--- src/rtl/apb_event_sink.sv ---
// APB completer that accumulates event counts written to three mailbox addresses
// into saturating 32-bit totals, readable over APB and exported as sideband outputs.
module apb_event_sink #(
  parameter int unsigned WAIT_CYCLES = 1,
  parameter logic [31:0] ADDR_A      = 32'hABBA0000,
  parameter logic [31:0] ADDR_B      = 32'hBAFF0000,
  parameter logic [31:0] ADDR_C      = 32'hCAFE0000
) (
  input  logic        clk,
  input  logic        reset,
  input  logic        apb_psel_i,
  input  logic        apb_penable_i,
  input  logic [31:0] apb_paddr_i,
  input  logic        apb_pwrite_i,
  input  logic [31:0] apb_pwdata_i,
  output logic        apb_pready_o,
  output logic [31:0] apb_prdata_o,
  output logic        apb_pslverr_o,
  input  logic        clr_i,
  output logic [31:0] total_a_o,
  output logic [31:0] total_b_o,
  output logic [31:0] total_c_o,
  output logic [2:0]  sat_o
);

  localparam int unsigned DW  = 32;
  localparam int unsigned CW  = 4;
  localparam int unsigned NEV = 3;

  typedef enum logic [1:0] {
    ST_IDLE  = 2'd0,
    ST_WAIT  = 2'd1,
    ST_READY = 2'd2
  } state_t;

  state_t          state;
  logic [CW-1:0]   cnt;
  logic            wr_q;
  logic            err_q;
  logic [1:0]      sel_q;
  logic [DW-1:0]   wdata_q;
  logic [DW-1:0]   total [NEV];
  logic [NEV-1:0]  sat;
  logic            pready;
  logic            pslverr;
  logic [DW-1:0]   prdata;

  logic            setup;
  logic            access;
  logic            dec_err;
  logic [1:0]      dec_sel;
  logic            go_ready;
  logic            ent_wr;
  logic            ent_err;
  logic [1:0]      ent_sel;
  logic [DW-1:0]   ent_rdata;
  logic [DW-1:0]   cur_total;
  logic [DW:0]     sum;
  logic            commit;

  // Full-width mailbox address decode of the bus address
  always_comb begin
    dec_sel = 2'd0;
    dec_err = 1'b0;
    if (apb_paddr_i == ADDR_A)      dec_sel = 2'd0;
    else if (apb_paddr_i == ADDR_B) dec_sel = 2'd1;
    else if (apb_paddr_i == ADDR_C) dec_sel = 2'd2;
    else                            dec_err = 1'b1;
  end

  // READY entry comes straight from IDLE for zero-wait, so use live decode there
  always_comb begin
    setup    = apb_psel_i && !apb_penable_i;
    access   = apb_psel_i && apb_penable_i;
    go_ready = 1'b0;
    if (state == ST_IDLE)      go_ready = setup && (WAIT_CYCLES == 0);
    else if (state == ST_WAIT) go_ready = access && (cnt == CW'(1));

    ent_wr  = (state == ST_IDLE) ? apb_pwrite_i : wr_q;
    ent_err = (state == ST_IDLE) ? dec_err      : err_q;
    ent_sel = (state == ST_IDLE) ? dec_sel      : sel_q;

    ent_rdata = '0;
    if (!ent_wr && !ent_err) begin
      case (ent_sel)
        2'd0:    ent_rdata = total[0];
        2'd1:    ent_rdata = total[1];
        2'd2:    ent_rdata = total[2];
        default: ent_rdata = '0;
      endcase
    end

    case (sel_q)
      2'd0:    cur_total = total[0];
      2'd1:    cur_total = total[1];
      2'd2:    cur_total = total[2];
      default: cur_total = '0;
    endcase
    sum    = {1'b0, cur_total} + {1'b0, wdata_q};
    commit = (state == ST_READY) && wr_q && !err_q;
  end

  always_ff @(posedge clk or posedge reset) begin
    if (reset) begin
      state   <= ST_IDLE;
      cnt     <= '0;
      wr_q    <= 1'b0;
      err_q   <= 1'b0;
      sel_q   <= '0;
      wdata_q <= '0;
      pready  <= 1'b0;
      pslverr <= 1'b0;
      prdata  <= '0;
      sat     <= '0;
      for (int i = 0; i < NEV; i++) total[i] <= '0;
    end else begin
      pready  <= go_ready;
      pslverr <= go_ready && ent_err;
      prdata  <= go_ready ? ent_rdata : '0;

      case (state)
        ST_IDLE: begin
          if (setup) begin
            wr_q    <= apb_pwrite_i;
            wdata_q <= apb_pwdata_i;
            err_q   <= dec_err;
            sel_q   <= dec_sel;
            cnt     <= CW'(WAIT_CYCLES);
            state   <= (WAIT_CYCLES == 0) ? ST_READY : ST_WAIT;
          end
        end
        ST_WAIT: begin
          if (!apb_psel_i) begin
            state <= ST_IDLE;
          end else if (apb_penable_i) begin
            cnt <= cnt - CW'(1);
            if (cnt == CW'(1)) state <= ST_READY;
          end
        end
        default: state <= ST_IDLE;
      endcase

      // Clear wins over accumulation; a coinciding commit lands on the cleared total
      if (clr_i) begin
        sat <= '0;
        for (int i = 0; i < NEV; i++)
          total[i] <= (commit && (sel_q == 2'(i))) ? wdata_q : '0;
      end else if (commit) begin
        for (int i = 0; i < NEV; i++) begin
          if (sel_q == 2'(i)) begin
            total[i] <= sum[DW] ? '1 : sum[DW-1:0];
            if (sum[DW]) sat[i] <= 1'b1;
          end
        end
      end
    end
  end

  assign apb_pready_o  = pready;
  assign apb_pslverr_o = pslverr;
  assign apb_prdata_o  = prdata;
  assign total_a_o     = total[0];
  assign total_b_o     = total[1];
  assign total_c_o     = total[2];
  assign sat_o         = sat;

endmodule

--- config.mk ---
export PLATFORM = sky130hd
export DESIGN_NAME = apb_event_sink
export DESIGN_NICKNAME = d
export VERILOG_FILES = /design/src/rtl/apb_event_sink.sv
export SDC_FILE = /design/constraint.sdc
export NUM_CORES = 1
export LEC_CHECK = 0
export CAP_MARGIN = 5
export CORE_AREA = 2 2 137 152
export CTS_BUF_LIST = sky130_fd_sc_hd__clkbuf_4 sky130_fd_sc_hd__clkbuf_8 sky130_fd_sc_hd__clkbuf_16
export CTS_CLUSTER_SIZE = 16
export DETAILED_ROUTE_END_ITERATION = 16
export DIE_AREA = 0 0 139 154
export PLACE_DENSITY_LB_ADDON = 0.1
export SETUP_SLACK_MARGIN = 0.4
export SLEW_MARGIN = 30
export SYNTH_ARGS = -nofsm -noshare
export SYNTH_HDL_FRONTEND = slang
export SYNTH_SLANG_ARGS = --single-unit
--- constraint.sdc ---
create_clock -name clk -period 9.3 [get_ports clk]
set_input_delay 2.79 -clock clk [delete_from_list [all_inputs] [get_ports clk]]
set_output_delay 2.79 -clock clk [all_outputs]
set_load 0.02 [all_outputs]
==> results of run 1 <==
## area by class of cell
cell class	instances	area, sq um
Clock inverter	11	155
Timing Repair Buffer	219	2170
Sequential cell	175	4380
Multi-Input combinational cell	822	5550
Inverter	14	57.6
Fill cell	1618	6640
Clock buffer	20	460
Tap cell	252	315
## per-layer routing
metal	up-vias	global-route usage (%)
li1	4282	-
met1	4501	37.6
met2	368	48.7
met3	58	4.61
met4	0	9.24
met5	-	0
## final timing paths
| path | slack (ns) | depth (start not counted) | to | startpoint |
|---|---|---|---|---|
| worst max-delay path | 3.77 | 10 | apb_prdata_o[18]$_DFF_PP0_ | apb_paddr_i[4] |
| worst max register to register | 4.58 | 15 | total_b_o[31]$_DFFE_PP0P_ | sel_q[1]$_DFFE_PP0P_ |
| worst min-delay path | 0.51 | 2 | sat_o[2]$_DFFE_PP0P_ | sat_o[2]$_DFFE_PP0P_ |
| worst min register to register | 0.51 | 2 | sat_o[2]$_DFFE_PP0P_ | sat_o[2]$_DFFE_PP0P_ |
| max in group asynchronous | 5.44 | 3 | apb_prdata_o[0]$_DFF_PP0_ | reset |
| min in group asynchronous | 2.81 | 2 | apb_prdata_o[16]$_DFF_PP0_ | reset |
## where the power goes
| part | internal (mW) | total (mW) | switching [mW] |
|---|---|---|---|
| clock network | 0.442 | 0.755 | 0.313 |
| registers | 0.800 | 0.845 | 0.0451 |
| logic | 0.130 | 0.293 | 0.163 |
| total | 1.37 | 1.89 | 0.521 |
## cells by family after synthesis
logic type / count (synthesis) / synth area share, %
flops: 175 / 42.3
mux: 105 / 10.6
fa+ha+maj: 35 / 4.31
buf+inv: 88 / 4.06
compound gates: 323 / 21.2
xor+xnor: 30 / 2.54
simple gates: 329 / 14.9
## sequential cells by signal, indices dropped and copies added (netlist names), 2 cells and up
signal	flops
apb_prdata_o	32
total_a_o	32
total_b_o	32
total_c_o	32
wdata_q	32
cnt	4
sat_o	3
sel_q	2
state	2
## cell usage in the layout, fill, tap and decap left out, types with 11 or more instances in the layout
master,synthesis,routed
clkdlybuf4s50_1,0,202
dfrtp_1,175,174
o21ai_0,135,135
nor2_1,94,94
nand2_1,90,90
mux2i_1,69,69
nand3_1,61,61
a21oi_1,54,54
mux2_2,35,35
ha_1,34,34
a2bb2oi_2,30,30
a21o_1,22,22
xnor2_1,22,22
clkbuf_16,0,17
buf_4,2,16
or3_1,15,15
nor3_1,13,13
and3_1,14,13
o21ai_1,13,13
inv_1,14,12
o22ai_1,11,11
## per-stage QoR
stage          cell area (sq um)  std cells
2_1_floorplan              10300       1085
3_3_place_gp               12400       1481
3_5_place_dp               12400       1481
4_1_cts                    13100       1512
5_1_grt                    13100       1513
6_report                   13100       1513
## synthesized netlist by cell type (3+ instances only)
library cell	n
o31ai_1	3
a211oi_1	4
a2bb2oi_2	30
nor2b_1	8
nor2_1	94
o32ai_1	5
ha_1	34
mux2i_1	69
nand2_1	90
and3_1	14
or3_1	15
a21oi_1	54
nor4_1	3
a21o_1	22
o21bai_1	4
a31oi_1	7
nand2b_1	8
clkbuf_1	49
o221ai_1	6
inv_1	14
nor3_1	13
buf_6	10
mux2_2	35
o22ai_1	11
nand4_1	9
o21ai_0	135
o211ai_1	5
a211o_1	4
xnor2_1	22
dfrtp_1	175
buf_2	6
nand3_1	61
o21ai_1	13
buf_1	7
xor2_1	8
and2_1	3
## worst max-delay path: cells and delay by family
family          cells  cell delay [ns]
compound gates      1             0.11
buf+inv             2             0.93
simple gates        6             1.87
mux                 1             0.15
==> run summary, run 1 <==
Hold Path Class: reg -> reg
Share of layout cells above drive strength 1: 10.3%
Die height: 154 um
Worst Path Required: 9.66 ns
Yosys warns: 0
Register area share after synthesis: 42.3%
Yosys top cell area share: 42.3%
Crit Path Max Fanout: 33
Overflow after GRT: 0
Cts repair resizes: 0
Hold Buf Count CTS: 0
Critical path data arrival time: 5.89 ns
Most Frequent Cell on Critical Path: nor2_1
DR vias: 9,209
TNS Setup: 0 ns
First-pass GRT wire length: 49,100 um
Max-cap violations: 0
Synth top area cells: dfrtp_1 (42%), mux2i_1 (6.7%), o21ai_0 (6.5%), a2bb2oi_2 (4.4%), ha_1 (4.1%)
Synth-to-Final Area Change: 26.6%
Crit end category: flip-flop
Post-CTS setup buffers: 0
Post-Route Skew: 0.0126 ns
Worst relative slew slack: 41.1%
VDD IR max: 128 uV
Clock Latency Late Sink: 0.43 ns
Hold slack: 0.514 ns
CP max-delay cell: and2_4
Crit path kind: in -> reg
Netlist cell types: 65
Final Hold Fails: 0
Top sig layer: met4
Largest stage delay on the critical path: 0.72 ns
Setup WS post-layout: 3.77 ns
Met3 routed WL: 1940 um
Synth Register Bits: 175
Antenna cells: 0
Routed wire per std cell: 20.2 um
Syn avg cell area: 9.53 sq um
DR iter-0 viols: 813
Total Power: 1.89 mW
Pleak: 5.68 nW
CTS tree: built
Min cycle time layout: 5.53 ns
Bufs on Longest Clock Path: 2
Core Util, Final: 66.4%
Die area: 21,400 sq um
Post-Route WL: 30,600 um
# nets final: 1,354
H-tree depth: 4
Main synth FF type: dfrtp_1
Mapped Cells: 1,085
Vias in the first global route: 9,093
Total GRT Usage: 28.6%
DRC: 0
Initial antenna violation count: 0
Row cnt: 54
Metal2 WL: 15,100 um
Synth Net Count: 1,190
Outcome: finished, final reports clean
Core footprint: 19,700 sq um
Initial cell density of the core: 52.4%
Setup violators final: 0
Die X-Extent: 139 um
M1 WL: 12,900 um
Vias per cell: 6.09
Clk root buf: clkbuf_16
Pwr dens: 145 nW/um^2
Dpl ws: 3.32 ns
Number of CTS-inserted buffers: 17
Dpl hpwl: 20,500 um
Crit start category: input port
# clock sinks: 175
Largest net degree at the start of global routing: 68
I/O Buffers: 202
Worst Max-Slew Pin Slew: 0.882 ns
Worst path cell trace: clkdlybuf4s50_1, or4_1, nor4_1, nand3_1, nor2_1, mux2_2, buf_4, and2_4, a2bb2oi_2, nor2_1
IO Pins: 203
Period utilization: 59.5%
Max Freq: 181 MHz
EDFF count, synth: 0
Clock transition at path regs: 0.07 ns
Async S/R FF share, synth: 100%
Leading area contributor after synthesis: dfrtp_1
RePlAce Congestion: 0.975
Fin. max-slew vios: 0
Synthesized area: 10,300 sq um
RSZ-0062 raised after global routing: false
ANT nets after route: 0
DR pass1 iterations: 5
Note: power is estimated with default switching activity, not from simulation.
==> inputs of run 2 (changes only) <==
Clock period 9.3 ns to 5.1 ns, I/O delays scaled along.
==> run 2 against run 1 <==
Effect of this change: power increased by 81%; cell count increased by 0.53%; register-to-register slack got worse by 3.9 ns; highest routed layer unchanged; global-route usage increased by 0.21 points.
==> run summary, run 2 (synthesized netlist as in run 1, its figures left out) <==
Outcome: finished, final reports clean
VDD IR max: 241 uV
R2R setup slack: 0.66 ns
Clk root buf: clkbuf_16
Die area: 21,400 sq um
H-tree depth: 4
RePlAce Congestion: 0.960
Total Power: 3.42 mW
Total GRT Usage: 28.8%
Vias in the first global route: 9,085
Bufs on Longest Clock Path: 2
Finished Cell Area: 13,100 sq um
Hold Buf Count CTS: 0
Worst Path Required: 5.45 ns
Post-Route Skew: 0.0148 ns
Crit path from: sel_q[1]$_DFFE_PP0P_
Clock Latency Late Sink: 0.44 ns
Number of CTS-inserted buffers: 17
Hold path depth: 2
Critical R2R Launch: sel_q[1]$_DFFE_PP0P_
Clock transition at path regs: 0.07 ns
Post-Route WL: 30,600 um
Pwr dens: 261 nW/um^2
Hold Path Sink: sat_o[0]$_DFFE_PP0P_
DRC: 0
Cts repair resizes: 0
# nets final: 1,361
Synth-to-Final Area Change: 26.6%
TNS Setup: 0 ns
DR vias: 9,190
Post-CTS setup buffers: 0
Crit start category: flip-flop
Worst Max-Slew Pin Slew: 0.826 ns
Placed cell area: 12,500 sq um
Most common cell after layout, fill and taps aside: clkdlybuf4s50_1
Period utilization: 87.1%
R2R cell count: 14
Share of layout cells above drive strength 1: 10.8%
Row cnt: 54
Max-cap violations: 0
Vias per cell: 6.04
IO Pins: 203
Max Freq: 225 MHz
Final Hold Fails: 0
CP max-delay cell: dfrtp_2
Initial antenna violation count: 0
Reg2reg end: total_b_o[14]$_DFFE_PP0P_
Largest stage delay on the critical path: 0.72 ns
Pleak: 5.69 nW
Initial cell density of the core: 52.4%
Core footprint: 19,700 sq um
Worst path cell trace: buf_4, mux2i_1, o21ai_0, ha_1, nand2_1, o21a_1, a211o_1, a2111oi_2, nor3_2, a31oi_4, buf_4, or3_1, o21ai_0, o21ai_0
# clock sinks: 175
Hold slack: 0.506 ns
Largest net degree at the start of global routing: 66
Critical path data arrival time: 4.79 ns
Fillcell total: 1,684
I/O Buffers: 202
Leading cell types in the layout, fill and taps excluded: clkdlybuf4s50_1 (202), dfrtp_1 (174), o21ai_0 (135)
Routed wire per std cell: 20.1 um
First-pass GRT wire length: 49,500 um
RSZ-0062 raised after global routing: false
ANT nets after route: 0
Worst relative slew slack: 44.9%
Min cycle time layout: 4.44 ns
Delay-heaviest family, CP: compound AO/OA/AOI/OAI gates
DR iter-0 viols: 699
Die height: 154 um
DR pass1 iterations: 5
CTS tree: built
Crit end category: flip-flop
Crit path kind: reg -> reg
Dpl hpwl: 21,000 um
Crit Path Max Fanout: 18
Core Util, Final: 66.4%
Overflow after GRT: 0
HP Start: sat_o[0]$_DFFE_PP0P_
Die X-Extent: 139 um
Setup violators final: 0
Most Frequent Cell on Critical Path: o21ai_0
Fin. max-slew vios: 0
Antenna cells: 0
Hold Path Class: reg -> reg
CP bufs+invs: 2
-- run 2: changes by cell type in the layout (fill, tap and decap cells not counted), sizes merged --
cell	previous run	this run
clkinvlp	3	4
clkinv	2	4
bufinv	3	2
buf	17	24
clkbuf	20	19
-- run 2: worst max path at each step --
stage / endpoint / cells after the start
finish: total_b_o[14]$_DFFE_PP0P_ / 14
global route: total_b_o[14]$_DFFE_PP0P_ / 14
CTS: total_b_o[14]$_DFFE_PP0P_ / 14
detailed placement: apb_prdata_o[31]$_DFF_PP0_ / 9
global placement: apb_prdata_o[31]$_DFF_PP0_ / 9
floorplan: total_b_o[9]$_DFFE_PP0P_ / 16
-- run 2: layer usage --
layer	global-route usage, %	up-vias	share of wire, %
met4	9.38	0	2.1
met1	38.8	4523	43
li1	-	4303	-
met2	48.6	315	49
met5	0	-	0
met3	3.80	49	5.5
-- run 2: layout make-up --
type	count	area [sq um]	share of cell area (%)
Clock inverter	13	151	1.16
Clock buffer	19	447	3.41
Tap cell	252	315	2.41
Multi-Input combinational cell	822	5550	42.3
Sequential cell	175	4380	33.4
Inverter	14	56.3	0.430
Timing Repair Buffer	226	2200	16.8
-- run 2: worst reg2reg max path: cells and delay by family, from the launching register on --
family	cells	cell delay, ns
buffers and inverters	2	0.73
AOI/OAI and AO/OA	7	1.81
and+or+nand+nor	3	0.44
adders and majority gates	1	0.45
muxes	1	0.22
DFF	1	0.72
-- run 2: power breakdown --
part | leakage [nW] | internal [mW] | total (mW) | switching (mW)
Combinational | 3.05 | 0.235 | 0.534 | 0.299
Clock | 0.286 | 0.750 | 1.35 | 0.596
Sequential | 2.36 | 1.46 | 1.54 | 0.0866
-- run 2: metrics by stage --
stage / std cells / setup WS, ns
6_report: 1521 / 0.657
2_1_floorplan: 1085 / 1.02
3_3_place_gp: 1489 / 0.655
5_1_grt: 1521 / 0.422
4_1_cts: 1521 / 0.722
3_5_place_dp: 1489 / 0.650
==> inputs of run 3 (changes only) <==
Settings changed: ABC_AREA set to 1, CORE_AREA 2 2 137 152 to 2 2 142 158, CTS_CLUSTER_DIAMETER set to 50, DIE_AREA 0 0 139 154 to 0 0 144 160, MAX_ROUTING_LAYER set to met4.
==> run 3 against run 2 <==
Effect of this change: clock power up 3%; clock skew down 0.0010 ns; register-to-register slack improved by 0.55 ns; area after synthesis is 10% higher; highest routed layer unchanged.
==> run summary, run 3 <==
Outcome: finished, final reports clean
Mapped Cells: 1,639
Initial cell density of the core: 52.8%
CTS tree: built
Inst Count DP: 2,097
CP max-delay cell: nor2_1
Most common cell after layout, fill and taps aside: nand2_1
Vias per cell: 5.33
End of the critical path: total_b_o[16]$_DFFE_PP0P_
Bufs on Longest Clock Path: 2
IO Pins: 203
RSZ-0062 raised after global routing: false
Dpl ws: 0.837 ns
Final Hold Fails: 0
Most frequent cell after synthesis: nand2_1
Largest stage delay on the critical path: 0.48 ns
Clock Latency Late Sink: 0.43 ns
Core Util, Final: 66.1%
H-tree depth: 4
DR vias: 11,343
Crit Path Max Fanout: 15
Die height: 160 um
VDD IR max: 213 uV
I/O Buffers: 202
RePlAce Congestion: 0.967
Max-cap violations: 0
R2R setup slack: 1.21 ns
Clock transition at path regs: 0.07 ns
Fillcell total: 1,956
Die X-Extent: 144 um
Worst Max-Slew Pin Slew: 0.934 ns
Pwr dens: 265 nW/um^2
Max Freq: 257 MHz
Synth-to-Final Area Change: 25.3%
Antenna cells: 0
DR pass1 iterations: 9
Hold Buf Count CTS: 0
Reg2reg end: total_b_o[16]$_DFFE_PP0P_
Die area: 23,000 sq um
Hold Path Class: reg -> reg
Leading area contributor after synthesis: dfrtp_1
Core footprint: 21,600 sq um
DRC: 0
Yosys top cell area share: 38.4%
Cts repair resizes: 0
Overflow after GRT: 0
Most frequent cells after synthesis: nand2_1 (591), nand3_1 (251), inv_1 (228)
Clk root buf: clkbuf_16
Critical path data arrival time: 4.19 ns
Vias in the first global route: 10,975
EDFF count, synth: 0
Synth top area cells: dfrtp_1 (38%), nand2_1 (19%), nand3_1 (11%), inv_1 (7.5%), ha_1 (3.7%)
Pleak: 7.44 nW
Min cycle time layout: 3.89 ns
# clock sinks: 175
Leading cell types in the layout, fill and taps excluded: nand2_1 (591), nand3_1 (251), inv_1 (226)
Syn avg cell area: 6.96 sq um
Fin. max-slew vios: 0
Synth Net Count: 1,744
Post-Route WL: 37,700 um
Crit path from: sel_q[1]$_DFFE_PP0P_
# nets final: 1,926
Async S/R FF share, synth: 100%
WP depth: 18
Worst path cell trace: inv_1, nor2_1, inv_1, o221ai_1, ha_1, nand2_1, nand2_1, nand2_1, nand2_1, a21oi_2, nand2_2, nand2_2, nand2_4, nor2_8, buf_4, nand2_1, nand3_1, o21ai_0
Post-CTS setup buffers: 0
Share of layout cells above drive strength 1: 7.42%
TNS Setup: 0 ns
Initial antenna violation count: 0
Synth Register Bits: 175
Register area share after synthesis: 38.4%
Period utilization: 76.4%
R2R cell count: 18
CP bufs+invs: 3
Critical R2R Launch: sel_q[1]$_DFFE_PP0P_
HP Start: sat_o[2]$_DFFE_PP0P_
Delay-heaviest family, CP: simple AND/OR/NAND/NOR gates
Post-Route Skew: 0.0138 ns
Number of CTS-inserted buffers: 17
Main synth FF type: dfrtp_1
Yosys warns: 0
Worst Path Required: 5.39 ns
Largest net degree at the start of global routing: 94
Most Frequent Cell on Critical Path: nand2_1
Routed wire per std cell: 17.7 um
Total GRT Usage: 34.5%
First-pass GRT wire length: 59,700 um
DR iter-0 viols: 859
Worst relative slew slack: 37.4%
Setup WS post-layout: 1.21 ns
Netlist cell types: 39
ANT nets after route: 0
Dpl hpwl: 27,100 um
Row cnt: 57
Non-Filler Instances: 2,128
Crit start category: flip-flop
Crit end category: flip-flop
Setup violators final: 0
Synthesized area: 11,400 sq um
Crit path kind: reg -> reg
-- run 3: changes by cell type after synthesis, moves of 35 or more --
| cell | previous run | this run |
|---|---|---|
| nand3_1 | 61 | 251 |
| mux2_2 | 35 | 0 |
| mux2i_1 | 69 | 0 |
| inv_1 | 14 | 228 |
| nand2_1 | 90 | 591 |
| o21ai_0 | 135 | 23 |
-- run 3: metrics by stage --
stage / total power [mW] / instance area, sq um / hold WS, ns
6_report: 3.79 / 14300 / 0.504
2_1_floorplan: 2.13 / 11400 / 0.446
3_3_place_gp: 2.39 / 13700 / 0.466
4_1_cts: 3.79 / 14300 / 0.500
3_5_place_dp: 2.41 / 13700 / 0.484
5_1_grt: 3.94 / 14300 / 0.520
-- run 3: worst min path at each step --
stage	to	slack [ns]	cells past startpoint
after floorplan	cnt[1]$_DFFE_PP0P_	0.45	2
after global placement	cnt[1]$_DFFE_PP0P_	0.47	2
after detailed placement	sat_o[2]$_DFFE_PP0P_	0.48	2
after CTS	sat_o[2]$_DFFE_PP0P_	0.50	2
after global routing	sat_o[2]$_DFFE_PP0P_	0.52	2
final	sat_o[2]$_DFFE_PP0P_	0.50	2
-- run 3: routing by layer --
layer	track usage, %	wire length [um]	vias to the layer above
met5	-	0	-
met4	11.2	931	0
met3	5.31	2700	68
met2	56.9	18600	502
met1	43.4	15500	5260
li1	-	-	5513
-- run 3: kinds of logic (layout without fill, tap and decap cells) --
kind of cell / count (synthesis) / after routing / share of synthesized area (%)
adder cells (fa/ha/maj): 35 / 35 / 3.91
XOR/XNOR: 15 / 15 / 1.15
AND/OR/NAND/NOR: 1010 / 1010 / 40.4
flip-flops: 175 / 175 / 38.4
AO/OA/AOI/OAI: 105 / 105 / 5.43
buffers and inverters: 299 / 493 / 10.7
-- run 3: where the power goes --
| group | total, mW | internal [mW] | switching [mW] |
|---|---|---|---|
| logic | 0.864 | 0.278 | 0.586 |
| registers | 1.54 | 1.47 | 0.0717 |
| clock network | 1.39 | 0.787 | 0.598 |
| total | 3.79 | 2.53 | 1.26 |
-- run 3: cell type report --
class	instances	area [sq um]	share of cell area, %
clock inverter	13	179	1.25
tap	295	369	2.58
inverter	241	908	6.36
timing repair buffer	221	2200	15.4
multi-input combinational	1165	5820	40.7
clock buffer	18	433	3.03
sequential	175	4380	30.6
-- run 3: worst reg2reg max path: cells and delay by family, from the launching register on --
family	cells	cell delay (ns)
AOI/OAI and AO/OA	3	0.64
adders and majority gates	1	0.34
buffers and inverters	3	0.88
DFF	1	0.41
and+or+nand+nor	11	1.48
